## config.mk

```make
export PLATFORM = sky130hd
export DESIGN_NAME = ntt_bitrev_loader_flat
export DESIGN_NICKNAME = d
export VERILOG_FILES = /design/src/rtl/ntt_bitrev_loader_if.sv /design/src/rtl/ntt_bitrev_loader.sv /design/src/flat_wrapper.sv
export SDC_FILE = /design/constraint.sdc
export NUM_CORES = 1
export LEC_CHECK = 0
export CAP_MARGIN = 0
export CORE_ASPECT_RATIO = 0.9
export CORE_MARGIN = 2
export CORE_UTILIZATION = 59
export DETAILED_ROUTE_END_ITERATION = 10
export GPL_ROUTABILITY_DRIVEN = 0
export HOLD_SLACK_MARGIN = 0.05
export PLACE_DENSITY = 0.76
export SYNTH_ARGS = -nofsm -noshare
export SYNTH_HDL_FRONTEND = slang
export SYNTH_SLANG_ARGS = --single-unit
```

## constraint.sdc

```tcl
create_clock -name clk -period 2.75 [get_ports clk]
set_input_delay 0.55 -clock clk [delete_from_list [all_inputs] [get_ports clk]]
set_output_delay 0.55 -clock clk [all_outputs]
set_load 0.01 [all_outputs]
```

## src/rtl/ntt_bitrev_loader_if.sv

```systemverilog
// Stream-in / pair-out bundle between the NTT bit-reversal loader and its neighbours.
// The slave modport is the loader; the master modport is the feeding/consuming side.
interface ntt_bitrev_loader_if #(
    parameter int RING_SIZE  = 16,
    parameter int DATA_WIDTH = 16
);
    localparam int LOG_N = $clog2(RING_SIZE);

    logic                  in_valid;
    logic                  in_ready;
    logic [DATA_WIDTH-1:0] in_data;
    logic                  out_valid;
    logic [DATA_WIDTH-1:0] out_a;
    logic [DATA_WIDTH-1:0] out_b;
    logic [LOG_N-2:0]      out_idx;
    logic                  ntt_start;
    logic                  ntt_done;

    modport master (
        output in_valid, in_data, ntt_done,
        input  in_ready, out_valid, out_a, out_b, out_idx, ntt_start
    );

    modport slave (
        input  in_valid, in_data, ntt_done,
        output in_ready, out_valid, out_a, out_b, out_idx, ntt_start
    );
endinterface

```

## src/rtl/ntt_bitrev_loader.sv

```systemverilog
// Loads a polynomial in natural order, replays it as bit-reversed coefficient pairs.
// Optional macro NTT_BITREV_LOADER_PINGPONG_EN adds a second bank so loading overlaps the transform.
module ntt_bitrev_loader #(
    parameter int RING_SIZE  = 16,
    parameter int DATA_WIDTH = 16
) (
    input  logic               clk,
    input  logic               reset,
    ntt_bitrev_loader_if.slave bus
);
    localparam int LOG_N = $clog2(RING_SIZE);
    localparam int HALF  = RING_SIZE / 2;
`ifdef NTT_BITREV_LOADER_PINGPONG_EN
    localparam int AW = LOG_N + 1;
`else
    localparam int AW = LOG_N;
`endif

    typedef enum logic [1:0] {ST_LOAD, ST_DRAIN, ST_BUSY} state_t;

    state_t                r_state;
    logic [DATA_WIDTH-1:0] r_buf [2**AW];
    logic [LOG_N-1:0]      r_wcnt;
    logic [LOG_N-2:0]      r_rcnt;
    logic                  r_out_valid;
    logic [DATA_WIDTH-1:0] r_out_a;
    logic [DATA_WIDTH-1:0] r_out_b;
    logic [LOG_N-2:0]      r_out_idx;
    logic                  r_ntt_start;

    logic                  w_in_ready;
    logic                  w_hs;
    logic                  w_last_wr;
    logic [LOG_N-1:0]      w_idx_a;
    logic [LOG_N-1:0]      w_idx_b;
    logic [AW-1:0]         w_wr_addr;
    logic [AW-1:0]         w_rd_a;
    logic [AW-1:0]         w_rd_b;

    function automatic logic [LOG_N-1:0] bitrev(input logic [LOG_N-1:0] v);
        logic [LOG_N-1:0] r;
        for (int i = 0; i < LOG_N; i++) begin
            r[i] = v[LOG_N-1-i];
        end
        return r;
    endfunction

    assign w_hs      = bus.in_valid & w_in_ready;
    assign w_last_wr = (r_wcnt == LOG_N'(RING_SIZE - 1));
    assign w_idx_a   = bitrev({r_rcnt, 1'b0});
    assign w_idx_b   = bitrev({r_rcnt, 1'b1});

`ifdef NTT_BITREV_LOADER_PINGPONG_EN
    logic       r_load_bank;
    logic       r_drain_bank;
    logic [1:0] r_full;
    logic       w_pending;

    assign w_in_ready = ~r_full[r_load_bank];
    assign w_wr_addr  = {r_load_bank, r_wcnt};
    assign w_rd_a     = {r_drain_bank, w_idx_a};
    assign w_rd_b     = {r_drain_bank, w_idx_b};
    // A load finishing on the very ntt_done edge still counts as pending.
    assign w_pending  = r_full[~r_drain_bank] | (w_hs & w_last_wr);
`else
    assign w_in_ready = (r_state == ST_LOAD);
    assign w_wr_addr  = r_wcnt;
    assign w_rd_a     = w_idx_a;
    assign w_rd_b     = w_idx_b;
`endif

    // Storage is deliberately left out of reset.
    always_ff @(posedge clk) begin
        if (w_hs) begin
            r_buf[w_wr_addr] <= bus.in_data;
        end
    end

    always_ff @(posedge clk or posedge reset) begin
        if (reset) begin
            r_state     <= ST_LOAD;
            r_wcnt      <= '0;
            r_rcnt      <= '0;
            r_out_valid <= 1'b0;
            r_out_a     <= '0;
            r_out_b     <= '0;
            r_out_idx   <= '0;
            r_ntt_start <= 1'b0;
`ifdef NTT_BITREV_LOADER_PINGPONG_EN
            r_load_bank  <= 1'b0;
            r_drain_bank <= 1'b0;
            r_full       <= '0;
`endif
        end else begin
            // RING_SIZE is a power of two, so the write counter wraps on its own.
            if (w_hs) begin
                r_wcnt <= r_wcnt + 1'b1;
            end
`ifdef NTT_BITREV_LOADER_PINGPONG_EN
            if (w_hs && w_last_wr) begin
                r_full[r_load_bank] <= 1'b1;
                r_load_bank         <= ~r_load_bank;
            end
`endif
            case (r_state)
                ST_LOAD: begin
                    r_rcnt <= '0;
                    if (w_hs && w_last_wr) begin
                        r_state <= ST_DRAIN;
`ifdef NTT_BITREV_LOADER_PINGPONG_EN
                        r_drain_bank <= r_load_bank;
`endif
                    end
                end
                ST_DRAIN: begin
                    r_out_valid <= 1'b1;
                    r_out_a     <= r_buf[w_rd_a];
                    r_out_b     <= r_buf[w_rd_b];
                    r_out_idx   <= r_rcnt;
                    r_ntt_start <= 1'b1;
                    r_rcnt      <= r_rcnt + 1'b1;
                    if (r_rcnt == (LOG_N-1)'(HALF - 1)) begin
                        r_state <= ST_BUSY;
                    end
                end
                ST_BUSY: begin
                    r_out_valid <= 1'b0;
                    if (bus.ntt_done) begin
                        r_ntt_start <= 1'b0;
`ifdef NTT_BITREV_LOADER_PINGPONG_EN
                        r_full[r_drain_bank] <= 1'b0;
                        if (w_pending) begin
                            r_state      <= ST_DRAIN;
                            r_drain_bank <= ~r_drain_bank;
                            r_rcnt       <= '0;
                        end else begin
                            r_state <= ST_LOAD;
                        end
`else
                        r_state <= ST_LOAD;
`endif
                    end
                end
                default: r_state <= ST_LOAD;
            endcase
        end
    end

    assign bus.in_ready  = w_in_ready;
    assign bus.out_valid = r_out_valid;
    assign bus.out_a     = r_out_a;
    assign bus.out_b     = r_out_b;
    assign bus.out_idx   = r_out_idx;
    assign bus.ntt_start = r_ntt_start;
endmodule
```

## src/flat_wrapper.sv

```systemverilog
// flat-port wrapper written by rule: the top's interface ports become plain ports
module ntt_bitrev_loader_flat 
#(
    parameter int RING_SIZE  = 16,
    parameter int DATA_WIDTH = 16
)
  (clk, reset, bus_in_valid, bus_in_data, bus_ntt_done, bus_in_ready, bus_out_valid, bus_out_a, bus_out_b, bus_out_idx, bus_ntt_start);
  ntt_bitrev_loader_if #(.RING_SIZE(RING_SIZE), .DATA_WIDTH(DATA_WIDTH)) bus_i ();
  input  logic clk;
  input  logic reset;
  input wire logic [$bits(bus_i.in_valid)-1:0] bus_in_valid;
  input wire logic [$bits(bus_i.in_data)-1:0] bus_in_data;
  input wire logic [$bits(bus_i.ntt_done)-1:0] bus_ntt_done;
  output wire logic [$bits(bus_i.in_ready)-1:0] bus_in_ready;
  output wire logic [$bits(bus_i.out_valid)-1:0] bus_out_valid;
  output wire logic [$bits(bus_i.out_a)-1:0] bus_out_a;
  output wire logic [$bits(bus_i.out_b)-1:0] bus_out_b;
  output wire logic [$bits(bus_i.out_idx)-1:0] bus_out_idx;
  output wire logic [$bits(bus_i.ntt_start)-1:0] bus_ntt_start;
  assign bus_i.in_valid = bus_in_valid;
  assign bus_i.in_data = bus_in_data;
  assign bus_i.ntt_done = bus_ntt_done;
  assign bus_in_ready = bus_i.in_ready;
  assign bus_out_valid = bus_i.out_valid;
  assign bus_out_a = bus_i.out_a;
  assign bus_out_b = bus_i.out_b;
  assign bus_out_idx = bus_i.out_idx;
  assign bus_ntt_start = bus_i.ntt_start;
  ntt_bitrev_loader #(.RING_SIZE(RING_SIZE), .DATA_WIDTH(DATA_WIDTH)) u_core (.clk(clk), .reset(reset), .bus(bus_i));
endmodule
```

==> out/results.tsv <==
metric	value	unit
cts_tree	yes	
routed_wl	24200	um
r2r_slack	0.56	ns
ant_nets	0	
first_iter_violations	624	
cp_cell_sequence	inv_1 -> ha_1 -> clkdlybuf4s50_1	
cts_setup_buffers	0	
r2r-end	u_core.bus.out_a[0]	
skew	0.0186	ns
wl_per_cell	25.8	um
synthCells	565	
viasPerCell	6.24	
numCtsBuffers	30	
cp-start-kind	flop	
reg2reg_depth	3	
power.internal	9.30	mW
hpwlAfterDp	15000	um
insertion_delay	0.55	ns
seq_power_share	0.487	
syn2layout_area_growth	18.8	%
synth_common_cells	edfxtp_1 (256), mux2i_1 (66), dfrtp_1 (46), o22ai_1 (33)	
power_frac_comb	0.154	
worstPathRequired	2.20	ns
synth_area_leader_cell	edfxtp_1	
synth_nets	594	
cts-resized-gates	0	
max_slew_margin	0.457	
crit_arrival	2.01	ns
clockPowerShare	0.359	
nFillCells	1099	
yosys-top-cells-area	edfxtp_1 (67%), dfrtp_1 (10%), mux4_2 (6.3%)	
p_sw	2.93	mW
post-route-min-period	2.56	ns
start_util	0.599	
slew_violations	0	
crit_type	reg2out	
switching_share	0.239	
cts.path.max_buffers	3	
grt_pass1_vias	6118	
avgSynthCellArea	20.2	sq um
ios	58	
dieWidth	151	um
grt_overflow	0	
tns	0	ns
cp_max_fo	9	
ys.flop_type	edfxtp_1	
dr.pass1.iters	5	
die_h	136	um
r2r_start	u_core.r_rcnt[1]	
rsz0062_at_grt	no	
grt_pass1_wl	36700	um
place_inst	881	
finalSetupViolCount	0	
whs	0.412	ns
io_buffers	57	
vias	5844	
cp-end-kind	primary output	
grt_start_max_net_pins	27	
status	complete, no violations	
row_count	48	
async_flop_share	0.152	
mappedNetlistArea	11400	sq um
drive_above_1_share	0.181	
synth_edf_count	256	
finalHoldViolCount	0	
synth_most_common_cell	edfxtp_1	
crit_start	u_core.r_state[1]	
cts_sinks	302	
drv_cap	0	
final_cells	936	
cp-endpoint	bus_in_ready	
final_util	0.711	
coreArea	19000	sq um
synth_top_area_frac	0.674	
htreeDepth	1	
ys_ff_latch	302	
ys_seq_area_frac	0.775	
power.leakage	4.54	nW
layout.nets	692	
drc	0	
finalCritPeriodShare	0.931	
n_antenna_cell	0	
max_stage_delay	0.60	ns
min_path_type	in2async	
cts-root-buf	clkbuf_16	
synth_cell_types	32	
tightest_slew	0.814	ns
timing.fmax	391	MHz
hold_buffers	0	
critPathSlowestCell	clkdlybuf4s50_1	
yosys_warnings	0	
clk_pin_slew_worst_paths	0.06	ns
antenna_found_initial	0	
die-area	20500	sq um
vdd_drop_max	0.000647	V
powerDensity	903	nW/um^2
grt_use_total	0.248	
## worst min-delay path by stage
stage                                 end  cells after the start  slack [ns]
floorplan                u_core.r_wcnt[3]                      1        0.49
global placement    u_core.bus.out_idx[0]                      1        0.47
detailed placement  u_core.bus.out_idx[0]                      1        0.49
CTS                   u_core.bus.out_b[3]                      2        0.42
global route          u_core.bus.out_b[3]                      2        0.44
finish               u_core.bus.ntt_start                      2        0.41
## logic make-up after synthesis
logic type,synth area share
and+or+nand+nor,0.0204
adders and majority gates,0.00988
xor gates and xnor gates,0.00231
muxes,0.124
buffers and inverters,0.0178
DFF,0.775
AOI/OAI and AO/OA,0.0503
## final cells by class
cell class	count	area, sq um	share of cell area
sequential	302	8840	0.653
inverter	8	30.0	0.00222
tap	250	313	0.0231
clock inverter	20	283	0.0209
multi-input combinational	227	2360	0.174
clock buffer	35	801	0.0591
timing repair buffer	94	911	0.0673
## power groups by stage
stage / Sequential [mW] / Combinational (mW) / Clock (mW)
2_1_floorplan: 6.03 / 0.835 / 0
3_3_place_gp: 6.00 / 1.82 / 0
3_5_place_dp: 6.03 / 1.88 / 0
4_1_cts: 5.95 / 1.89 / 4.45
5_1_grt: 6.00 / 2.02 / 4.63
6_report: 5.95 / 1.88 / 4.39
## layer usage
| metal | GRT usage | share of wire | vias up |
|---|---|---|---|
| li1 | - | - | 2514 |
| met1 | 0.346 | 0.42 | 3035 |
| met2 | 0.400 | 0.48 | 241 |
| met3 | 0.0537 | 0.069 | 54 |
| met4 | 0.0765 | 0.027 | 0 |
| met5 | 0 | 0 | - |
## registers in the layout (all words and copies together), names as in the netlist
signal                cells
u_core.bus.ntt_start      1
u_core.r_rcnt             3
u_core.bus.out_a         16
u_core.r_buf            256
u_core.r_wcnt             4
u_core.bus.out_b         16
u_core.bus.out_idx        3
u_core.bus.out_valid      1
u_core.r_state            2
## placed cells by master, fill, tap and decap left out, drive strengths merged, types with 15 or more instances in the layout
cell type,Yosys,layout
buf,15,37
mux2i,66,66
and2,15,15
clkbuf,13,35
o22ai,33,33
a221o,32,32
mux4,32,32
clkdlybuf4s50,0,57
edfxtp,256,256
dfrtp,46,46
## through the flow
stage	setup WS (ns)	cell area [sq um]	total power, mW
final	0.190	13500	12.2
after global routing	0.0829	13500	12.7
after CTS	0.190	13500	12.3
after detailed placement	0.393	12500	7.90
after global placement	0.424	12500	7.83
after floorplan	0.735	11400	6.86
## worst max-delay path, delay by kind of cell (launching register included)
family | cells | cell delay, ns
buffers and inverters | 2 | 0.71
flip-flops | 1 | 0.38
adder cells (fa/ha/maj) | 1 | 0.37
Power figures use the tool's default switching activity.
